$ cat src/rtl/lock_pkg.sv
// Shared types and helpers for the keypad password checker.
package lock_pkg;

    typedef enum logic {
        ENTRY   = 1'b0,
        LOCKOUT = 1'b1
    } state_e;

    localparam int unsigned DEF_DIGIT_W = 4;
    localparam int unsigned MAX_DIGIT_W = 32;
    localparam int unsigned MAX_PWD_W   = 1024;

    // Digit idx of a packed password (digit 0 in the low bits), zero-extended to MAX_DIGIT_W.
    function automatic logic [MAX_DIGIT_W-1:0] digit_at(
        input logic [MAX_PWD_W-1:0] pwd,
        input int unsigned          idx,
        input int unsigned          dw = DEF_DIGIT_W
    );
        logic [MAX_PWD_W-1:0]   shifted;
        logic [MAX_DIGIT_W-1:0] mask;
        shifted = pwd >> (idx * dw);
        mask    = ~({MAX_DIGIT_W{1'b1}} << dw);
        return MAX_DIGIT_W'(shifted) & mask;
    endfunction

endpackage

$ cat src/rtl/lockout_timer.sv
// Loadable down-counter that times the lockout window.
module lockout_timer #(
    parameter int unsigned WIDTH = 4
) (
    input  logic             clk,
    input  logic             rst_n,
    input  logic             load_i,
    input  logic [WIDTH-1:0] load_val_i,
    input  logic             en_i,
    output logic             done_c
);

    logic [WIDTH-1:0] count_q;

    always_ff @(posedge clk or negedge rst_n) begin
        if (!rst_n) begin
            count_q <= '0;
        end else if (load_i) begin
            count_q <= load_val_i;
        end else if (en_i && (count_q != '0)) begin
            count_q <= count_q - WIDTH'(1);
        end
    end

    // Asserted in the cycle whose closing edge brings the count to zero.
    assign done_c = en_i && (count_q == WIDTH'(1));

endmodule

$ cat src/rtl/pwd_entry_judge.sv
// Digit-by-digit password checker with unlock/fail pulses and timed lockout.
module pwd_entry_judge
    import lock_pkg::*;
#(
    parameter int unsigned DIGITS      = 6,
    parameter int unsigned DIGIT_W     = DEF_DIGIT_W,
    parameter int unsigned MAX_TRIES   = 3,
    parameter int unsigned LOCK_CYCLES = 1000
) (
    input  logic                               clk,
    input  logic                               rst_n,
    input  logic                               key_valid,
    input  logic [DIGIT_W-1:0]                 key_digit,
    input  logic                               key_clear,
    input  logic                               key_enter,
    input  logic [DIGITS*DIGIT_W-1:0]          ref_pwd,
    output logic                               unlock,
    output logic                               fail,
    output logic                               locked,
    output logic [$clog2(MAX_TRIES+1)-1:0]     tries_left,
    output logic [$clog2(DIGITS+1)-1:0]        digit_cnt
);

    localparam int unsigned CW    = $clog2(DIGITS + 1);
    localparam int unsigned TW    = $clog2(MAX_TRIES + 1);
    localparam int unsigned TMR_W = $clog2(LOCK_CYCLES + 1);

    state_e          state_q;
    logic [CW-1:0]   digit_cnt_q;
    logic [TW-1:0]   tries_q;
    logic            mismatch_q;
    logic            unlock_q;
    logic            fail_q;
    logic            locked_q;

    logic [DIGIT_W-1:0] ref_digit_c;
    logic               cnt_full_c;
    logic               match_c;
    logic               last_try_c;
    logic               tmr_load_c;
    logic               tmr_done_c;

    assign ref_digit_c = DIGIT_W'(digit_at(MAX_PWD_W'(ref_pwd), 32'(digit_cnt_q), DIGIT_W));
    assign cnt_full_c  = (digit_cnt_q == CW'(DIGITS));
    assign match_c     = cnt_full_c && !mismatch_q;
    assign last_try_c  = (tries_q <= TW'(1));

    // Timer is loaded on the same edge that raises locked.
    assign tmr_load_c = (state_q == ENTRY) && !key_clear && key_enter && !match_c && last_try_c;

    lockout_timer #(
        .WIDTH (TMR_W)
    ) u_timer (
        .clk        (clk),
        .rst_n      (rst_n),
        .load_i     (tmr_load_c),
        .load_val_i (TMR_W'(LOCK_CYCLES)),
        .en_i       (state_q == LOCKOUT),
        .done_c     (tmr_done_c)
    );

    always_ff @(posedge clk or negedge rst_n) begin
        if (!rst_n) begin
            state_q     <= ENTRY;
            digit_cnt_q <= '0;
            tries_q     <= TW'(MAX_TRIES);
            mismatch_q  <= 1'b0;
            unlock_q    <= 1'b0;
            fail_q      <= 1'b0;
            locked_q    <= 1'b0;
        end else begin
            unlock_q <= 1'b0;
            fail_q   <= 1'b0;
            case (state_q)
                ENTRY: begin
                    if (key_clear) begin
                        digit_cnt_q <= '0;
                        mismatch_q  <= 1'b0;
                    end else if (key_enter) begin
                        digit_cnt_q <= '0;
                        mismatch_q  <= 1'b0;
                        if (match_c) begin
                            unlock_q <= 1'b1;
                            tries_q  <= TW'(MAX_TRIES);
                        end else begin
                            fail_q <= 1'b1;
                            if (last_try_c) begin
                                tries_q  <= '0;
                                locked_q <= 1'b1;
                                state_q  <= LOCKOUT;
                            end else begin
                                tries_q <= tries_q - TW'(1);
                            end
                        end
                    end else if (key_valid) begin
                        // Digits beyond the password length poison the attempt.
                        if (cnt_full_c) begin
                            mismatch_q <= 1'b1;
                        end else begin
                            if (key_digit != ref_digit_c) begin
                                mismatch_q <= 1'b1;
                            end
                            digit_cnt_q <= digit_cnt_q + CW'(1);
                        end
                    end
                end
                LOCKOUT: begin
                    if (tmr_done_c) begin
                        state_q     <= ENTRY;
                        locked_q    <= 1'b0;
                        tries_q     <= TW'(MAX_TRIES);
                        digit_cnt_q <= '0;
                        mismatch_q  <= 1'b0;
                    end
                end
                default: state_q <= ENTRY;
            endcase
        end
    end

    assign unlock     = unlock_q;
    assign fail       = fail_q;
    assign locked     = locked_q;
    assign tries_left = tries_q;
    assign digit_cnt  = digit_cnt_q;

endmodule

$ cat config.mk
export PLATFORM = sky130hd
export DESIGN_NAME = pwd_entry_judge
export DESIGN_NICKNAME = d
export VERILOG_FILES = /design/src/rtl/lock_pkg.sv /design/src/rtl/lockout_timer.sv /design/src/rtl/pwd_entry_judge.sv
export SDC_FILE = /design/constraint.sdc
export NUM_CORES = 1
export LEC_CHECK = 0
export ABC_AREA = 1
export CAP_MARGIN = 20
export CORE_ASPECT_RATIO = 2
export CORE_MARGIN = 2
export CORE_UTILIZATION = 53
export DETAILED_ROUTE_END_ITERATION = 8
export MAX_ROUTING_LAYER = met4
export PLACE_DENSITY_LB_ADDON = 0.12
export SKIP_CTS_REPAIR_TIMING = 1
export SYNTH_ARGS = -nofsm -noshare
export SYNTH_HDL_FRONTEND = slang
export SYNTH_HIERARCHICAL = 1
export SYNTH_SLANG_ARGS = --single-unit
$ cat constraint.sdc
create_clock -name clk -period 5.2 [get_ports clk]
set_input_delay 1.04 -clock clk [delete_from_list [all_inputs] [get_ports clk]]
set_output_delay 1.04 -clock clk [all_outputs]
set_load 0.02 [all_outputs]
Yosys cells after proc, flatten, opt, wreduce, memory -nomap -nowiden
Cells that the tools add are included. Widths: inputs -> output; s select.

Reductions and logical operators: 16. Divide/modulo/power cells: 0. Equality and inequality tests: 11. Bitwise logic cells: 1. $mul: 0. Muxes and demuxes: 40. Magnitude comparators: 1. Shifts and indexed selects: 1. Add/sub/neg operators: 3.

Operators with widths (number): $shr 24x5->4 (1); $mux 1 (23); $mux 10 (2); $mux 3 (5); $eq 10x1->1 const B (1); $mux 2 (5); $reduce_bool 10->1 (1); $sub 10x1->10 const B (1); $reduce_and 3->1 (3); $ne 2x2->1 const B (4); $ne 4x4->1 const B (2); $logic_and 1x1->1 (7); $pmux 1 s2 (3); $pmux 3 s2 (1); $ne 5x4->1 const B (1); $reduce_and 5->1 (1); $ne 4x4->1 (1); $pmux 2 s2 (1); $add 3x1->3 const B (1); $eq 3x3->1 const B (1); $logic_not 1->1 (3); $le 2x1->1 const B (1); $ne 2x1->1 const B (1); $reduce_bool 2->1 (1); other kinds (2) (2).

Bits of input ports: 33. Output and inout bits: 8. Memories kept: 0. Bits in registers: 20. Latch bits: 0. Word-level logic and storage cells: 81. RAM bits: 0. Memory bits (read-only): 0.

Logic depth before layout (Yosys ltp)
Gate-level depths: netlist of the first run.

Word-level depth: 8. Depth in mapped cells: 13. Depth with buffers taken out: 13.

Modules after synthesis
Netlist of the first run, hierarchy kept.

By module, submodules not included: pwd_entry_judge (area an instance 844.6 µm², instances 1, cells each 135, sequential area each 252.7 µm²); lockout_timer (area an instance 775.7 µm², instances 1, cells each 118, sequential area each 250.2 µm²).

Worst setup path after synthesis of the first run
OpenSTA, ideal clock, no wires.

Kind: input to register. Start point: input port key_enter. End point: register u_timer.count_q[2]. Setup time: 0.118 ns. Data required time: 5.082 ns. Stages: 10. Arrival: 2.246 ns. Slack: 2.836 ns. Cell sequence: inv_1 > nor2_1 > inv_1 > a21oi_1 > nand2_1 > nor2_1 > clkbuf_1 > a21oi_1 > o21ai_2 > nand2_1.

Longest elaborated chain between the ends: 4.

RTL lines: from (decl) (RTL line pwd_entry_judge.sv:15) `input logic key_enter,`; $logic_and 1x1->1 (*) (3 in a row) (RTL line pwd_entry_judge.sv:49) `assign tmr_load_c = (state_q == ENTRY) && !key_clear && key_enter && !match_c && last_try_c;`; named net tmr_load_c (RTL line pwd_entry_judge.sv:40) `logic tmr_load_c;`; $mux 10 or $reduce_bool 2->1 (tied branches); to (signal assigned) (RTL line lockout_timer.sv:19) `count_q <= load_val_i;`; to (signal assigned) (RTL line lockout_timer.sv:21) `count_q <= count_q - WIDTH'(1);`; to (decl) (RTL line lockout_timer.sv:13) `logic [WIDTH-1:0] count_q;`.

Mark *: on every way through the listed nets, which the timed path passes. The rest lies on a longest branch. A chain may end at the register's enable or synchronous reset.

Final worst setup path of the first run
Start point: input port key_enter. End point: register u_timer.count_q[5].

Same word-level chain as after synthesis.

==> flow_metrics.tcl, run 1 <==
set metrics [dict create \
    outcome "finished clean" \
    finalCritPeriodShare_pct 54.1 \
    worstPathRequired_ns 5.36 \
    synth_top_flop_cell "dfrtp_1" \
    drive_above_1_share_pct 11.6 \
    routed_via_density 5.14 \
    synth_edf_count 0 \
    placed_area_um2 2060 \
    cts_htree_levels 1 \
    drtIter0Drc 30 \
    fmax_mhz 356 \
    whs_path_depth 2 \
    cts_buffer_depth 2 \
    yosysSeqAreaShare_pct 31.0 \
    antenna_left 0 \
    syn_to_final_growth_pct 31.7 \
    synth_area_um2 1620 \
    seq_area_um2 503 \
    yosysTopAreaCellShare_pct 27.8 \
    cts_tree "built" \
    synth.largest_area_cell "dfrtp_1" \
    multiInputGateArea_um2 982 \
    drt-wirelength-per-cell_um 12.5 \
    antenna_found_initial 0 \
    end_kind "flip-flop" \
    r2r_slack_ns 2.55 \
    crit_chain "clkdlybuf4s50_1, inv_1, nor2_1, inv_1, a21oi_1, nand2_1, nor2_1, buf_4, inv_1, nand2_4, inv_1, nand2_1, nand2_1" \
    fin_ws_ns 2.39 \
    rsz0062_at_grt "no" \
    grt_util_all_layers_pct 26.9 \
    drc 0 \
    synthCells 253 \
    worstMarginPinSlew_ns 0.892 \
    ios 41 \
    ys_warn_count 6 \
    synth_common_cells "nand2_1, inv_1, nor2_1" \
    design_area_um2 2130 \
    nNetsFinal 340 \
    peakVddDrop_mv 0.409 \
    leakagePower_uw 0.00110 \
    reg2reg_to "u_timer/count_q[5]$_DFFE_PN0P_" \
    start_kind "input port" \
    initial_utilization_pct 55.1 \
    finalSetupViolCount 0 \
    vias 1706 \
    powerDensity_nw_per_um2 468 \
    ys_ff_latch 20 \
    async_flop_share_pct 100 \
    port_buffers 40 \
    max_stage_delay_ns 0.49 \
    num_antenna_cells 0 \
    fin_tns_setup_ns 0 \
    critPathMaxFanout 16 \
    critPathKind "input port to flip-flop" \
    critPathArrivalTime_ns 2.97 \
    grt_pass1_wl_um 7070 \
    hold_start "tries_left[1]$_DFFE_PN1P_" \
    overflow 0 \
    drv_slew 0 \
    die_h_um 82.2 \
    utilization_pct 72.5 \
    clock_latency_ns 0.26 \
    avgSynthCellArea_um2 6.40 \
    core_um2 2940 \
    cts.clk_slew.worst_paths_ns 0.08 \
    fp.dieArea_um2 3540 \
    num_rows 28 \
    dr.pass1.iters 4 \
    max-cap-violations 0 \
    layout_min_cycle_time_ns 2.81 \
    chipWidth_um 43.1 \
    clock-skew-final_ns 0.000785 \
    nFillCells 268 \
    post-place-ws_ns 2.14 \
    root_buffer "clkbuf_8" \
    hold_viol 0 \
    synth_cell_types 32 \
    worst_hold_slack_ns 0.502 \
    grt_max_degree 21 \
    crit_top_cell "inv_1" \
    hp-class "flip-flop to flip-flop" \
    r2r-start "digit_cnt[0]$_DFFE_PN0P_" \
    wl_um 4140 \
    gp_congestion 0.923 \
    synth.area.top_cells "dfrtp_1, nand2_1, nand3_1" \
    crit_slowest_cell "clkdlybuf4s50_1" \
    cts_inserted_buffers 3 \
    cts.sinks 20 \
    yosysMostFrequentCell "nand2_1" \
    hpwl_um 3270 \
    min_to "tries_left[1]$_DFFE_PN1P_" \
    slew_headroom_pct 40.3 \
    grt_pass1_vias 1666 \
    rr_worst_depth 13 \
]
==> kinds of logic (layout without fill, tap and decap cells) <==
kind of cell	Yosys count	count (layout)	share of synthesized area (%)
compound gates	26	26	10.8
xor+xnor	2	2	1.08
fa+ha+maj	4	4	3.09
buf+inv	39	80	10.2
flops	20	20	31.0
other cells	2	10	0.463
simple gates	160	160	43.3
==> flip-flops by register name, indices dropped and copies added, names as in the netlist <==
| name | cells |
|---|---|
| state_q | 1 |
| locked | 1 |
| unlock | 1 |
| digit_cnt | 3 |
| fail | 1 |
| tries_left | 2 |
| u_timer/count_q | 10 |
| mismatch_q | 1 |
==> cell type report <==
type                    count  area share, %
well taps                  30           1.76
repair buffers             41           19.1
clock buffers               3           1.94
clock inverters             1           1.41
multi-input cells         202           46.0
flip-flops and latches     20           23.6
inverters                  35           6.16
==> where the power goes <==
| group | internal, µW | switching, µW |
|---|---|---|
| logic | 208 | 325 |
| registers | 222 | 85.7 |
| clock network | 103 | 55.4 |
| total | 533 | 466 |
==> routing by layer <==
metal,GRT usage [%],wire (µm),vias up
met1,25.6,1490,758
met5,-,0,-
met4,14.8,144,0
met3,2.39,193,14
li1,-,-,880
met2,51.2,2320,54
==> worst max-delay path by stage <==
stage / startpoint / to / slack [ns] / cells past startpoint
after global placement: key_enter / u_timer/count_q[6]$_DFFE_PN0P_ / 2.26 / 13
after global routing: key_enter / u_timer/count_q[5]$_DFFE_PN0P_ / 2.19 / 13
after detailed placement: key_enter / u_timer/count_q[5]$_DFFE_PN0P_ / 2.14 / 13
after floorplan: key_enter / u_timer/count_q[2]$_DFFE_PN0P_ / 2.84 / 10
after CTS: key_enter / u_timer/count_q[5]$_DFFE_PN0P_ / 2.40 / 13
final: key_enter / u_timer/count_q[5]$_DFFE_PN0P_ / 2.39 / 13
==> worst max-delay path, delay by kind of cell <==
kind	cells	cell delay, ns
AO/OA/AOI/OAI	1	0.20
buffers and inverters	6	1.09
AND/OR/NAND/NOR	6	0.63
==> placed cells by master (no fill, tap or decap), types with 3 or more instances in the layout <==
cell type,count
o21ai_2,6
conb_1,10
clkdlybuf4s50_1,40
clkbuf_8,3
nand2_1,89
ha_1,4
inv_2,5
or2_2,5
inv_1,30
dfrtp_1,18
o21ai_0,10
nand3_1,25
nor2_1,26
nor2_2,4
==> through the flow <==
stage | std cells | power [µW]
finish | 332 | 999
global route | 332 | 1090
CTS | 332 | 1000
detailed placement | 328 | 834
global placement | 328 | 820
floorplan | 261 | 688
Note: power is estimated with default switching activity, not from simulation.
==> run 2: changes to the inputs <==
--- a/config.mk
+++ b/config.mk
@@ -9,7 +9,7 @@
 export CAP_MARGIN = 20
 export CORE_ASPECT_RATIO = 2
 export CORE_MARGIN = 2
-export CORE_UTILIZATION = 53
+export CORE_UTILIZATION = 49
 export DETAILED_ROUTE_END_ITERATION = 8
 export MAX_ROUTING_LAYER = met4
 export PLACE_DENSITY_LB_ADDON = 0.12
==> constraint.sdc (replaced) <==
create_clock -name clk -period 2.93 [get_ports clk]
set_input_delay 0.586 -clock clk [delete_from_list [all_inputs] [get_ports clk]]
set_output_delay 0.586 -clock clk [all_outputs]
set_load 0.02 [all_outputs]
==> flow_metrics.tcl, run 2 (synthesis results as in run 1) <==
set metrics [dict create \
    gp_congestion 0.903 \
    fmax_mhz 467 \
    start_kind "flip-flop" \
    antenna_found_initial 0 \
    antenna_left 0 \
    max-cap-violations 0 \
    chipWidth_um 44.7 \
    syn_to_final_growth_pct 31.2 \
    hpwl_um 3240 \
    dr_wl_met3_um 187 \
    outcome "finished clean" \
    overflow 0 \
    critPathArrivalTime_ns 2.29 \
    fin_tns_setup_ns 0 \
    drive_above_1_share_pct 11.9 \
    wl_um 4070 \
    r2r_slack_ns 0.79 \
    dr.max_layer_used "met4" \
    dp_cells 330 \
    switchingPower_uw 810 \
    layout_commonest_cell "nand2_1" \
    routed_via_density 5.02 \
    drtIter0Drc 29 \
    largest_reg_flops 10 \
    cts_inserted_buffers 3 \
    drc 0 \
    critPathMaxFanout 11 \
    drv_slew 0 \
    worstPathRequired_ns 3.08 \
    worstMarginPinSlew_ns 0.925 \
    wl_met2_um 2310 \
    critPathKind "flip-flop to flip-flop" \
    grt_util_all_layers_pct 23.8 \
    fp.dieArea_um2 3810 \
    finalCritPeriodShare_pct 73.1 \
    cts_tree "built" \
    die_h_um 85.3 \
    pwr-share-seq_pct 31.2 \
    cts.sinks 20 \
    drt-wirelength-per-cell_um 12.2 \
    combPwrFrac_pct 56.3 \
    end_kind "flip-flop" \
    hold_viol 0 \
    clock_latency_ns 0.26 \
    num_rows 29 \
    dr.pass1.iters 4 \
    wl_met1_um 1410 \
    grt_pass1_wl_um 6600 \
    cts_buffer_depth 2 \
    clkPwrFrac_pct 12.5 \
    swShare_pct 47.7 \
    grt_max_degree 21 \
    peakVddDrop_mv 0.591 \
    layout_min_cycle_time_ns 2.14 \
    clock-skew-final_ns 0.00271 \
    core_um2 3160 \
    ios 41 \
    cts.clk_slew.worst_paths_ns 0.08 \
    leakagePower_uw 0.00110 \
    finalSetupViolCount 0 \
    rsz0062_at_grt "no" \
    grt_pass1_vias 1583 \
    cts_htree_levels 1 \
    largest-register "u_timer/count_q" \
    finalNonFillerCells 334 \
    vias 1677 \
    num_antenna_cells 0 \
    layout_common_cells "nand2_1, clkdlybuf4s50_1, inv_1" \
    nNetsFinal 341 \
    slew_headroom_pct 38.1 \
    root_buffer "clkbuf_8" \
    p_int_uw 889 \
    initial_utilization_pct 51.3 \
    port_buffers 40 \
    hp-class "flip-flop to flip-flop" \
    powerDensity_nw_per_um2 799 \
]
==> run 2: changes by cell type in the layout (fill, tap and decap cells not counted), sizes merged <==
cell    delta
buf        +1
bufinv     -1
clkbuf     +1
==> run 2: area by class of cell <==
class,instances,area (µm²)
Inverter,35,131
Clock buffer,4,55.1
Fill cell,282,1030
Multi-Input combinational cell,202,982
Tap cell,31,38.8
Sequential cell,20,503
Timing Repair Buffer,42,415
==> run 2: layer usage <==
metal  global-route usage (%)  up-vias
met5                        -        -
met4                     14.9        0
met3                     3.40       15
met2                     42.8       47
met1                     21.7      737
li1                         -      878
==> run 2: metrics by stage <==
step	total power, µW	utilization (%)	hold WS, ns	instance area [µm²]	setup WS, ns
6_report	1700	67.3	0.500	2130	0.788
5_1_grt	1850	67.3	0.519	2130	0.591
4_1_cts	1700	67.3	0.503	2130	0.825
3_5_place_dp	1490	65.6	0.492	2070	0.556
3_3_place_gp	1470	65.6	0.487	2070	0.613
2_1_floorplan	1220	-	0.290	1650	0.709
==> run 2: power groups by stage <==
stage                     Sequential (µW)  Clock [µW]  Combinational, µW
after floorplan                       530           0                691
after global placement                530           0                937
after detailed placement              531           0                955
after CTS                             527         215                962
after global routing                  542         226               1080
final                                 530         212                956
==> run 2: final timing paths <==
| path | start | to | cells past startpoint |
|---|---|---|---|
| setup / recovery | u_timer/count_q[8]$_DFFE_PN0P_ | u_timer/count_q[6]$_DFFE_PN0P_ | 12 |
| hold / removal | tries_left[1]$_DFFE_PN1P_ | tries_left[1]$_DFFE_PN1P_ | 2 |
| setup reg to reg | u_timer/count_q[8]$_DFFE_PN0P_ | u_timer/count_q[6]$_DFFE_PN0P_ | 12 |
| hold reg to reg | tries_left[1]$_DFFE_PN1P_ | tries_left[1]$_DFFE_PN1P_ | 2 |
| max in group asynchronous | rst_n | digit_cnt[1]$_DFFE_PN0P_ | 1 |
| min in group asynchronous | rst_n | u_timer/count_q[3]$_DFFE_PN0P_ | 1 |
==> run 2: critical path, cell delays in order (launching register included) <==
cell	delay [ns]
dfrtp_1	0.42
nor2_1	0.26
nand4_1	0.12
nor2_1	0.13
nor2_2	0.09
a21oi_1	0.19
nand2_1	0.11
nor2_1	0.13
inv_1	0.17
nand2_4	0.19
inv_1	0.10
nand2_1	0.06
nand2_1	0.06
==> run 3: changes to the inputs <==
==> constraint.sdc (replaced) <==
create_clock -name clk -period 2.1 [get_ports clk]
set_input_delay 0.42 -clock clk [delete_from_list [all_inputs] [get_ports clk]]
set_output_delay 0.42 -clock clk [all_outputs]
set_load 0.02 [all_outputs]
==> flow_metrics.tcl, run 3 (synthesis results as in run 1) <==
set metrics [dict create \
    antenna_left 0 \
    fin_ws_ns 0.167 \
    grt_util_all_layers_pct 23.9 \
    nNetsFinal 351 \
    layout_commonest_cell "nand2_1" \
    wl_um 4040 \
    hold_viol 0 \
    ios 41 \
    fmax_mhz 517 \
    drv_slew 0 \
    critPathMaxFanout 8 \
    reg2reg_to "u_timer/count_q[5]$_DFFE_PN0P_" \
    chipWidth_um 44.7 \
    drc 0 \
    fp.dieArea_um2 3810 \
    post-place-ws_ns 0.00777 \
    worstPathRequired_ns 2.25 \
    critPathArrivalTime_ns 2.08 \
    cts_inserted_buffers 3 \
    vias 1719 \
    num_antenna_cells 0 \
    peakVddDrop_mv 0.935 \
    max-cap-violations 0 \
    max_stage_delay_ns 0.43 \
    routed_via_density 5.00 \
    largest_reg_flops 10 \
    leakagePower_uw 0.00115 \
    hpwl_um 3330 \
    cts_tree "built" \
    p_total_uw 2450 \
    worst_hold_slack_ns 0.496 \
    drive_above_1_share_pct 16.3 \
    grt_max_degree 21 \
    nFillCells 297 \
    powerDensity_nw_per_um2 1100 \
    finalSetupViolCount 0 \
    cts_htree_levels 1 \
    core_um2 3160 \
    cts.sinks 20 \
    antenna_found_initial 0 \
    port_buffers 40 \
    placed_area_um2 2160 \
    largest-register "u_timer/count_q" \
    grt_pass1_vias 1665 \
    r2r_slack_ns 0.17 \
    syn_to_final_growth_pct 37.0 \
    critPathKind "flip-flop to flip-flop" \
    rr_worst_depth 12 \
    clock-skew-final_ns 0.00609 \
    drt-wirelength-per-cell_um 11.8 \
    layout_min_cycle_time_ns 1.93 \
    die_h_um 85.3 \
    start_kind "flip-flop" \
    gp_congestion 0.912 \
    initial_utilization_pct 51.3 \
    fin_tns_setup_ns 0 \
    end_kind "flip-flop" \
    root_buffer "clkbuf_8" \
    finalCritPeriodShare_pct 92.1 \
    cts.clk_slew.worst_paths_ns 0.08 \
    r2r-start "u_timer/count_q[8]$_DFFE_PN0P_" \
    num_rows 29 \
    drtIter0Drc 46 \
    crit_top_cell "nand2_1" \
    crit_chain "nor2_2, nand4_1, nor2_1, nor2_2, a21oi_1, nand2_1, nor2_4, inv_2, nand2_4, inv_1, nand2_1, nand2_1" \
    cts_buffer_depth 2 \
    overflow 0 \
    layout_common_cells "nand2_1, clkdlybuf4s50_1, inv_1" \
    hp-class "input port to async pin" \
    crit_slowest_cell "dfrtp_1" \
    dr.pass1.iters 4 \
    clock_latency_ns 0.25 \
    design_area_um2 2220 \
    grt_pass1_wl_um 6800 \
    critical_path.top_delay_family "simple AND/OR/NAND/NOR gates" \
    path_buf_inv 2 \
    outcome "finished clean" \
]
[run 3: changes by cell type in the layout (fill, tap and decap cells not counted), moves of 2 or more]
cell	previous run	this run
dfrtp_2	0	2
inv_1	30	28
buf_4	2	10
nor2_1	26	24
dfrtp_1	18	16
inv_2	5	7
[run 3: metal layers]
| metal | track usage, % | share of wire [%] | wire, µm | vias up |
|---|---|---|---|---|
| met4 | 11.0 | 2.4 | 95 | 0 |
| met1 | 21.4 | 34 | 1370 | 773 |
| met5 | - | 0 | 0 | - |
| met2 | 46.0 | 59 | 2390 | 40 |
| met3 | 2.34 | 4.6 | 187 | 8 |
| li1 | - | - | - | 898 |
[run 3: how the worst max path moves through the flow]
stage | cells after the start | startpoint | to
floorplan | 13 | digit_cnt[0]$_DFFE_PN0P_ | u_timer/count_q[0]$_DFFE_PN0P_
global placement | 12 | key_enter | u_timer/count_q[6]$_DFFE_PN0P_
detailed placement | 12 | key_enter | u_timer/count_q[6]$_DFFE_PN0P_
CTS | 12 | u_timer/count_q[8]$_DFFE_PN0P_ | u_timer/count_q[3]$_DFFE_PN0P_
global route | 13 | u_timer/count_q[1]$_DFFE_PN0P_ | u_timer/count_q[6]$_DFFE_PN0P_
finish | 12 | u_timer/count_q[8]$_DFFE_PN0P_ | u_timer/count_q[5]$_DFFE_PN0P_
[run 3: power breakdown]
part | switching (µW) | leakage [µW] | internal, µW
combinational | 841 | 0.000874 | 625
clock | 122 | 0.0000228 | 135
sequential | 169 | 0.000248 | 555
[run 3: per-stage QoR]
step / utilization (%) / cells
4_1_cts: 69.8 / 344
3_3_place_gp: 68.4 / 340
3_5_place_dp: 68.4 / 340
2_1_floorplan: - / 261
6_report: 70.3 / 344
5_1_grt: 70.3 / 344
[run 3: worst register-to-register path, delay by kind of cell, from the launching register on]
family	cells	cell delay [ns]
simple gates	9	1.02
buf+inv	2	0.19
compound gates	1	0.18
flops	1	0.43
[run 3: area by class of cell]
type	instances	area [µm²]	area share, %
inverters	35	131	5.92
well taps	31	38.8	1.75
clock buffers	4	45.0	2.03
flip-flops and latches	20	505	22.8
repair buffers	52	507	22.8
multi-input cells	202	992	44.7
